[src/rtl/mc_ctrl_unit.sv]
// mc_ctrl_unit: multi-cycle RV32I control FSM with memory handshake.
// Ports: clk, rst_n, instr, Zero/LT/LTU flags, mem_ready in;
//   mem_req, AdrSrc, IRWrite, PCWrite, RegWrite, MemWrite,
//   ALUSrcA/B, ALUOp, ResultSrc, ImmSrc, instr_done, fault, state out.
module mc_ctrl_unit #(
   parameter bit          FULL_BRANCH = 1'b1,
   parameter int unsigned MAX_WAIT    = 0
) (
   input  logic        clk,
   input  logic        rst_n,
   input  logic [31:0] instr,
   input  logic        Zero,
   input  logic        LT,
   input  logic        LTU,
   input  logic        mem_ready,
   output logic        mem_req,
   output logic        AdrSrc,
   output logic        IRWrite,
   output logic        PCWrite,
   output logic        RegWrite,
   output logic        MemWrite,
   output logic [1:0]  ALUSrcA,
   output logic [1:0]  ALUSrcB,
   output logic [1:0]  ALUOp,
   output logic [1:0]  ResultSrc,
   output logic [2:0]  ImmSrc,
   output logic        instr_done,
   output logic [1:0]  fault,
   output logic [3:0]  state
);

   localparam int unsigned WW =
      (MAX_WAIT > 0) ? $clog2(MAX_WAIT + 1) : 1;
   localparam logic [WW-1:0] WLAST =
      WW'((MAX_WAIT > 0) ? MAX_WAIT - 1 : 0);

   typedef enum logic [3:0] {
      S_FETCH    = 4'd0,
      S_DECODE   = 4'd1,
      S_MEMADR   = 4'd2,
      S_MEMREAD  = 4'd3,
      S_MEMWB    = 4'd4,
      S_MEMWRITE = 4'd5,
      S_EXECR    = 4'd6,
      S_EXECI    = 4'd7,
      S_ALUWB    = 4'd8,
      S_BRANCH   = 4'd9,
      S_JAL      = 4'd10,
      S_JALR     = 4'd11,
      S_JALWB    = 4'd12,
      S_LUI      = 4'd13,
      S_TRAP     = 4'd14
   } state_t;

   state_t        cur;
   state_t        nxt;
   logic [WW-1:0] wcnt;
   logic [1:0]    fault_q;

   logic [6:0] op;
   logic [2:0] f3;
   logic       is_ld, is_st, is_op, is_opi, is_br;
   logic       is_jal, is_jalr, is_lui, is_auipc;
   logic       br_ok, taken;
   logic       mem_st, mem_st_n, tmo, ill;
   logic       unused_instr;

   logic mreq, irw, pcw, rgw, mw, done;

   assign op = instr[6:0];
   assign f3 = instr[14:12];
   assign unused_instr = ^{instr[31:15], instr[11:7]};

   assign is_ld    = (op == 7'b0000011);
   assign is_st    = (op == 7'b0100011);
   assign is_op    = (op == 7'b0110011);
   assign is_opi   = (op == 7'b0010011);
   assign is_br    = (op == 7'b1100011);
   assign is_jal   = (op == 7'b1101111);
   assign is_jalr  = (op == 7'b1100111);
   assign is_lui   = (op == 7'b0110111);
   assign is_auipc = (op == 7'b0010111);

   // 010/011 never encode a branch; 1xx only with the full set
   assign br_ok = (f3[2:1] != 2'b01) && (FULL_BRANCH || !f3[2]);

   always_comb begin
      taken = 1'b0;
      case (f3)
         3'b000:  taken = Zero;
         3'b001:  taken = !Zero;
         3'b100:  taken = LT;
         3'b101:  taken = !LT;
         3'b110:  taken = LTU;
         3'b111:  taken = !LTU;
         default: taken = 1'b0;
      endcase
   end

   always_comb begin
      ImmSrc = 3'b000;
      unique case (1'b1)
         is_st:            ImmSrc = 3'b001;
         is_br:            ImmSrc = 3'b010;
         is_jal:           ImmSrc = 3'b011;
         is_lui, is_auipc: ImmSrc = 3'b100;
         default:          ImmSrc = 3'b000;
      endcase
   end

   assign mem_st = (cur == S_FETCH) || (cur == S_MEMREAD) ||
                   (cur == S_MEMWRITE);
   assign mem_st_n = (nxt == S_FETCH) || (nxt == S_MEMREAD) ||
                     (nxt == S_MEMWRITE);

   // a ready on the last allowed cycle still completes the access
   assign tmo = (MAX_WAIT > 0) && mem_st && !mem_ready &&
                (wcnt == WLAST);

   always_comb begin
      nxt       = cur;
      ill       = 1'b0;
      mreq      = 1'b0;
      irw       = 1'b0;
      pcw       = 1'b0;
      rgw       = 1'b0;
      mw        = 1'b0;
      done      = 1'b0;
      AdrSrc    = 1'b0;
      ALUSrcA   = 2'b00;
      ALUSrcB   = 2'b00;
      ALUOp     = 2'b00;
      ResultSrc = 2'b00;
      case (cur)
         S_FETCH: begin
            mreq      = 1'b1;
            ALUSrcB   = 2'b10;
            ResultSrc = 2'b10;
            if (mem_ready) begin
               irw = 1'b1;
               pcw = 1'b1;
               nxt = S_DECODE;
            end
         end
         S_DECODE: begin
            ALUSrcA = 2'b01;
            ALUSrcB = 2'b01;
            unique case (1'b1)
               is_ld, is_st: nxt = S_MEMADR;
               is_op:        nxt = S_EXECR;
               is_opi:       nxt = S_EXECI;
               is_jal:       nxt = S_JAL;
               is_jalr:      nxt = S_JALR;
               is_lui:       nxt = S_LUI;
               is_auipc:     nxt = S_ALUWB;
               is_br: begin
                  if (br_ok) begin
                     nxt = S_BRANCH;
                  end else begin
                     nxt = S_TRAP;
                     ill = 1'b1;
                  end
               end
               default: begin
                  nxt = S_TRAP;
                  ill = 1'b1;
               end
            endcase
         end
         S_MEMADR: begin
            ALUSrcA = 2'b10;
            ALUSrcB = 2'b01;
            nxt = instr[5] ? S_MEMWRITE : S_MEMREAD;
         end
         S_MEMREAD: begin
            mreq   = 1'b1;
            AdrSrc = 1'b1;
            if (mem_ready) nxt = S_MEMWB;
         end
         S_MEMWB: begin
            ResultSrc = 2'b01;
            rgw       = 1'b1;
            done      = 1'b1;
            nxt       = S_FETCH;
         end
         S_MEMWRITE: begin
            mreq   = 1'b1;
            AdrSrc = 1'b1;
            mw     = 1'b1;
            if (mem_ready) begin
               done = 1'b1;
               nxt  = S_FETCH;
            end
         end
         S_EXECR: begin
            ALUSrcA = 2'b10;
            ALUOp   = 2'b10;
            nxt     = S_ALUWB;
         end
         S_EXECI: begin
            ALUSrcA = 2'b10;
            ALUSrcB = 2'b01;
            ALUOp   = 2'b10;
            nxt     = S_ALUWB;
         end
         S_ALUWB: begin
            rgw  = 1'b1;
            done = 1'b1;
            nxt  = S_FETCH;
         end
         S_BRANCH: begin
            ALUSrcA = 2'b10;
            ALUOp   = 2'b01;
            pcw     = taken;
            done    = 1'b1;
            nxt     = S_FETCH;
         end
         S_JAL: begin
            ALUSrcA = 2'b01;
            ALUSrcB = 2'b10;
            pcw     = 1'b1;
            nxt     = S_ALUWB;
         end
         S_JALR: begin
            ALUSrcA   = 2'b10;
            ALUSrcB   = 2'b01;
            ResultSrc = 2'b10;
            pcw       = 1'b1;
            nxt       = S_JALWB;
         end
         S_JALWB: begin
            ALUSrcA   = 2'b01;
            ALUSrcB   = 2'b10;
            ResultSrc = 2'b10;
            rgw       = 1'b1;
            done      = 1'b1;
            nxt       = S_FETCH;
         end
         S_LUI: begin
            ALUSrcA = 2'b11;
            ALUSrcB = 2'b01;
            nxt     = S_ALUWB;
         end
         S_TRAP:  nxt = S_TRAP;
         default: nxt = S_TRAP;
      endcase
      if (tmo) nxt = S_TRAP;
   end

   always_ff @(posedge clk or negedge rst_n) begin
      if (!rst_n) begin
         cur     <= S_FETCH;
         fault_q <= 2'b00;
         wcnt    <= '0;
      end else begin
         cur     <= nxt;
         fault_q <= fault_q | {tmo, ill};
         if (mem_st_n && (nxt != cur)) begin
            wcnt <= '0;
         end else if ((MAX_WAIT > 0) && mem_st && !mem_ready) begin
            wcnt <= wcnt + WW'(1);
         end
      end
   end

   // strobes are held low for the whole reset window
   assign mem_req    = mreq & rst_n;
   assign IRWrite    = irw  & rst_n;
   assign PCWrite    = pcw  & rst_n;
   assign RegWrite   = rgw  & rst_n;
   assign MemWrite   = mw   & rst_n;
   assign instr_done = done & rst_n;
   assign fault      = fault_q;
   assign state      = cur;

endmodule

[config.mk]
export PLATFORM = sky130hd
export DESIGN_NAME = mc_ctrl_unit
export DESIGN_NICKNAME = d
export VERILOG_FILES = /design/src/rtl/mc_ctrl_unit.sv
export SDC_FILE = /design/constraint.sdc
export NUM_CORES = 1
export LEC_CHECK = 0
export CORE_MARGIN = 2
export CORE_UTILIZATION = 45
export DETAILED_ROUTE_END_ITERATION = 16
export DONT_BUFFER_PORTS = 1
export GPL_TIMING_DRIVEN = 0
export PLACE_DENSITY = 0.65
export SETUP_SLACK_MARGIN = 0.02
export SLEW_MARGIN = 40
export SYNTH_ARGS = -nofsm -noshare
export SYNTH_HDL_FRONTEND = slang
export SYNTH_SLANG_ARGS = --single-unit
[constraint.sdc]
create_clock -name clk -period 1.4 [get_ports clk]
set_input_delay 0.14 -clock clk [delete_from_list [all_inputs] [get_ports clk]]
set_output_delay 0.14 -clock clk [all_outputs]
set_load 0.1 [all_outputs]
==> results of run 1 <==
-- per-layer routing --
layer	GRT usage (%)	vias up	routed length, um
met2	55.56	107	2128
met5	0	-	0
met1	37.01	549	1375
met3	3.395	22	365
met4	12.86	0	180
li1	-	515	-
-- synth_stat cells, types with 2 or more instances --
| cell type | number |
|---|---|
| a211oi_1 | 3 |
| a21oi_1 | 6 |
| and3_1 | 2 |
| buf_2 | 4 |
| buf_4 | 4 |
| buf_6 | 2 |
| dfrtp_1 | 5 |
| inv_1 | 8 |
| nand2_1 | 13 |
| nand2b_1 | 10 |
| nand3_1 | 5 |
| nor2_1 | 9 |
| nor2b_1 | 2 |
| nor3_1 | 9 |
| nor3_2 | 2 |
| o21ai_1 | 6 |
| o22ai_1 | 2 |
| o2bb2ai_1 | 2 |
| xor2_1 | 5 |
-- how the worst max path moves through the flow --
stage | endpoint | slack, ns | cells past startpoint
after global routing | ALUSrcA[0] | -0.83 | 4
after detailed placement | PCWrite | -0.75 | 6
after CTS | PCWrite | -0.73 | 6
after floorplan | PCWrite | -0.81 | 3
final | ALUSrcA[0] | -0.77 | 5
after global placement | PCWrite | -0.84 | 3
-- per-stage QoR --
stage | utilization [%] | instance area (um^2)
after floorplan | - | 1129
after global placement | 61.12 | 1162
after detailed placement | 66.64 | 1267
after CTS | 84.21 | 1602
after global routing | 89.74 | 1707
final | 89.74 | 1707
-- repair_timing --
| action | 4_1_cts | 5_1_grt |
|---|---|---|
| hold endpoints to repair | 5 | 0 |
| setup buffers | 17 | 5 |
| pin swaps | 17 | 15 |
| hold buffers | 1 | 0 |
| endpoints found under the setup margin | 21 | 20 |
| resized for setup | 37 | 17 |
-- worst max-delay path: stages, from the launching register on --
cell      delay [ns]
dfrtp_4         0.62
buf_8           0.18
buf_8           0.12
nand2_1         0.11
a21boi_1        0.18
o22ai_4         0.57
-- power by group --
| group | switching (mW) | leakage, nW | total (mW) | internal, mW |
|---|---|---|---|---|
| combinational | 2.67 | 0.586 | 4.09 | 1.42 |
| sequential | 0.453 | 0.0544 | 0.670 | 0.217 |
| clock | 0.0694 | 0.0150 | 0.178 | 0.108 |
-- cell type report --
cell class | instances | area (um^2)
buffer | 10 | 131.4
clock buffer | 4 | 26.28
fill | 81 | 195.2
inverter | 9 | 50.05
multi-input combinational | 102 | 980.9
sequential | 5 | 141.4
tap | 27 | 33.78
timing repair buffer | 29 | 342.8
-- sequential cells by signal, indices dropped and copies added (netlist names) --
signal	cells
state	4
fault	1
-- cell usage in the layout, fill, tap and decap left out, drive strengths merged, types with 2 or more instances in the layout --
cell      n
buf      38
nand2    13
nor2     11
nand2b   11
nor3     11
inv       8
o21ai     7
a21oi     6
nand3     5
xor2      5
dfrtp     5
clkbuf    4
a211oi    3
o22ai     2
and3      2
nor2b     2
o2bb2ai   2
o41ai     2
o211ai    2
-- kinds of logic (layout without fill, tap and decap cells) --
| kind of cell | Yosys count | after routing | synth area share (%) |
|---|---|---|---|
| simple gates | 61 | 61 | 38.39 |
| compound gates | 33 | 33 | 27.91 |
| buf+inv | 19 | 52 | 12.04 |
| xor+xnor | 6 | 6 | 5.949 |
| flops | 5 | 5 | 14.16 |
| other cells | 1 | 1 | 0.4245 |
| mux | 1 | 1 | 1.133 |
==> metrics.yaml, run 1 <==
timing:
  tightest_slew_ns: 0.7311
  setup_ws_ns: -0.7714
  period_share_pct: 155.1
  fin_crit_ns: 2.171
  rsz0062_at_grt: "yes"
  skew_ns: 0.006078
  hold_viol_final: 0
  slew_headroom_pct: 51.07
  fin_setup_tns_ns: -10.54
  max_freq_ghz: 0.4605
  slew_viol_final: 0
  hold_ws_ns: 0.1170
  setup_violations: 20
worst_setup_path:
  r2r-start: "state[1]"
  critPathArrivalTime_ns: 2.03
  cp-end-kind: "output pin"
  crit_fanout: 6
  worst_ep_required_time_ns: 1.26
  rr_endpoint: "state[2]"
  setup.worst_path.start: "state[2]"
  reg2reg_slack_ns: -0.32
  r2r_cells: 6
  path_class: "reg -> out"
  worst_setup_path_start_kind: "register"
cts:
  ctsHtreeMaxLevel: 1
  cts_tree: "built"
  cts.sinks: 5
  path_clk_slew_ns: 0.05
  cts_buffers: 3
  clk_path_buf_depth: 2
  insertion_delay_ns: 0.25
  cts_root_buf: "clkbuf_4"
synth:
  synth_area_per_cell_um2: 7.011
  ys_ff_latch: 5
  ys_seq_area_share_pct: 14.16
  synth_cell_types: 46
  ys_top_cells_by_area: "dfrtp_1 (14%), nand2b_1 (7.1%), nand2_1 (5.5%)"
  synthArstFlopShare_pct: 100.0
  synth_ff_type: "dfrtp_1"
  synthesis.area_um2: 883.3
  synth-warning-count: 0
  yosys.area.top_type: "dfrtp_1"
  synth_top_area_share_pct: 14.16
  synth_edf_count: 0
  postSynthCellCount: 126
  syn_nets: 164
final_layout:
  fin_nets: 198
  fin_cells: 186
  diodes: 0
  area_growth_pct: 93.20
  drive_gt1_share_pct: 58.49
hold_path:
  hold_class: "in -> reg"
  holdPathEnd: "state[0]"
  hold_start: "instr[5]"
  hold_path_depth: 2
global_routing:
  grt_max_degree: 11
  antenna_found_initial: 0
  grt_pass1_wl_um: 5706
  overflow: 0
  grtUsageTotal_pct: 30.74
  grt_pass1_vias: 1160
power:
  p_leak_nw: 0.6554
  ir_worst_vdd_mv: 1.963
  design_power_total_mw: 4.938
  p_per_area_nw_per_um2: 2893
routing:
  drtIter0Drc: 78
  via_per_inst: 6.414
  routed_wl_um: 4050
  first_pass_iters: 6
  vias: 1193
  ant_nets: 0
  drc_errors: 0
  wl_per_cell_um: 21.77
placement:
  hpwl_um: 1987
  gp_congestion: 0.8336
  place_inst: 160
  dpl_worst_slack_ns: -0.7540
  io_buffers: 0
outcome:
  violations: "setup timing"
  outcome: "complete, but fails checks"
die:
  start_util_pct: 46.45
  die_w_um: 48.31
  fp.dieArea_um2: 2333
  core_um2: 1902
  dieHeight_um: 48.31
  rows: 16
  num_io_pins: 62
run:
  cap_violations: 0
Note: power is estimated with default switching activity, not from simulation.
==> inputs of run 2 (changes only) <==
--- a/config.mk
+++ b/config.mk
@@ -10,6 +10,7 @@
 export DETAILED_ROUTE_END_ITERATION = 16
 export DONT_BUFFER_PORTS = 1
 export GPL_TIMING_DRIVEN = 0
+export HOLD_SLACK_MARGIN = 0.08
 export PLACE_DENSITY = 0.65
 export SETUP_SLACK_MARGIN = 0.02
 export SLEW_MARGIN = 40
==> results of run 2 <==
The final DEF is identical to that of run 1; final timing and power are the same.
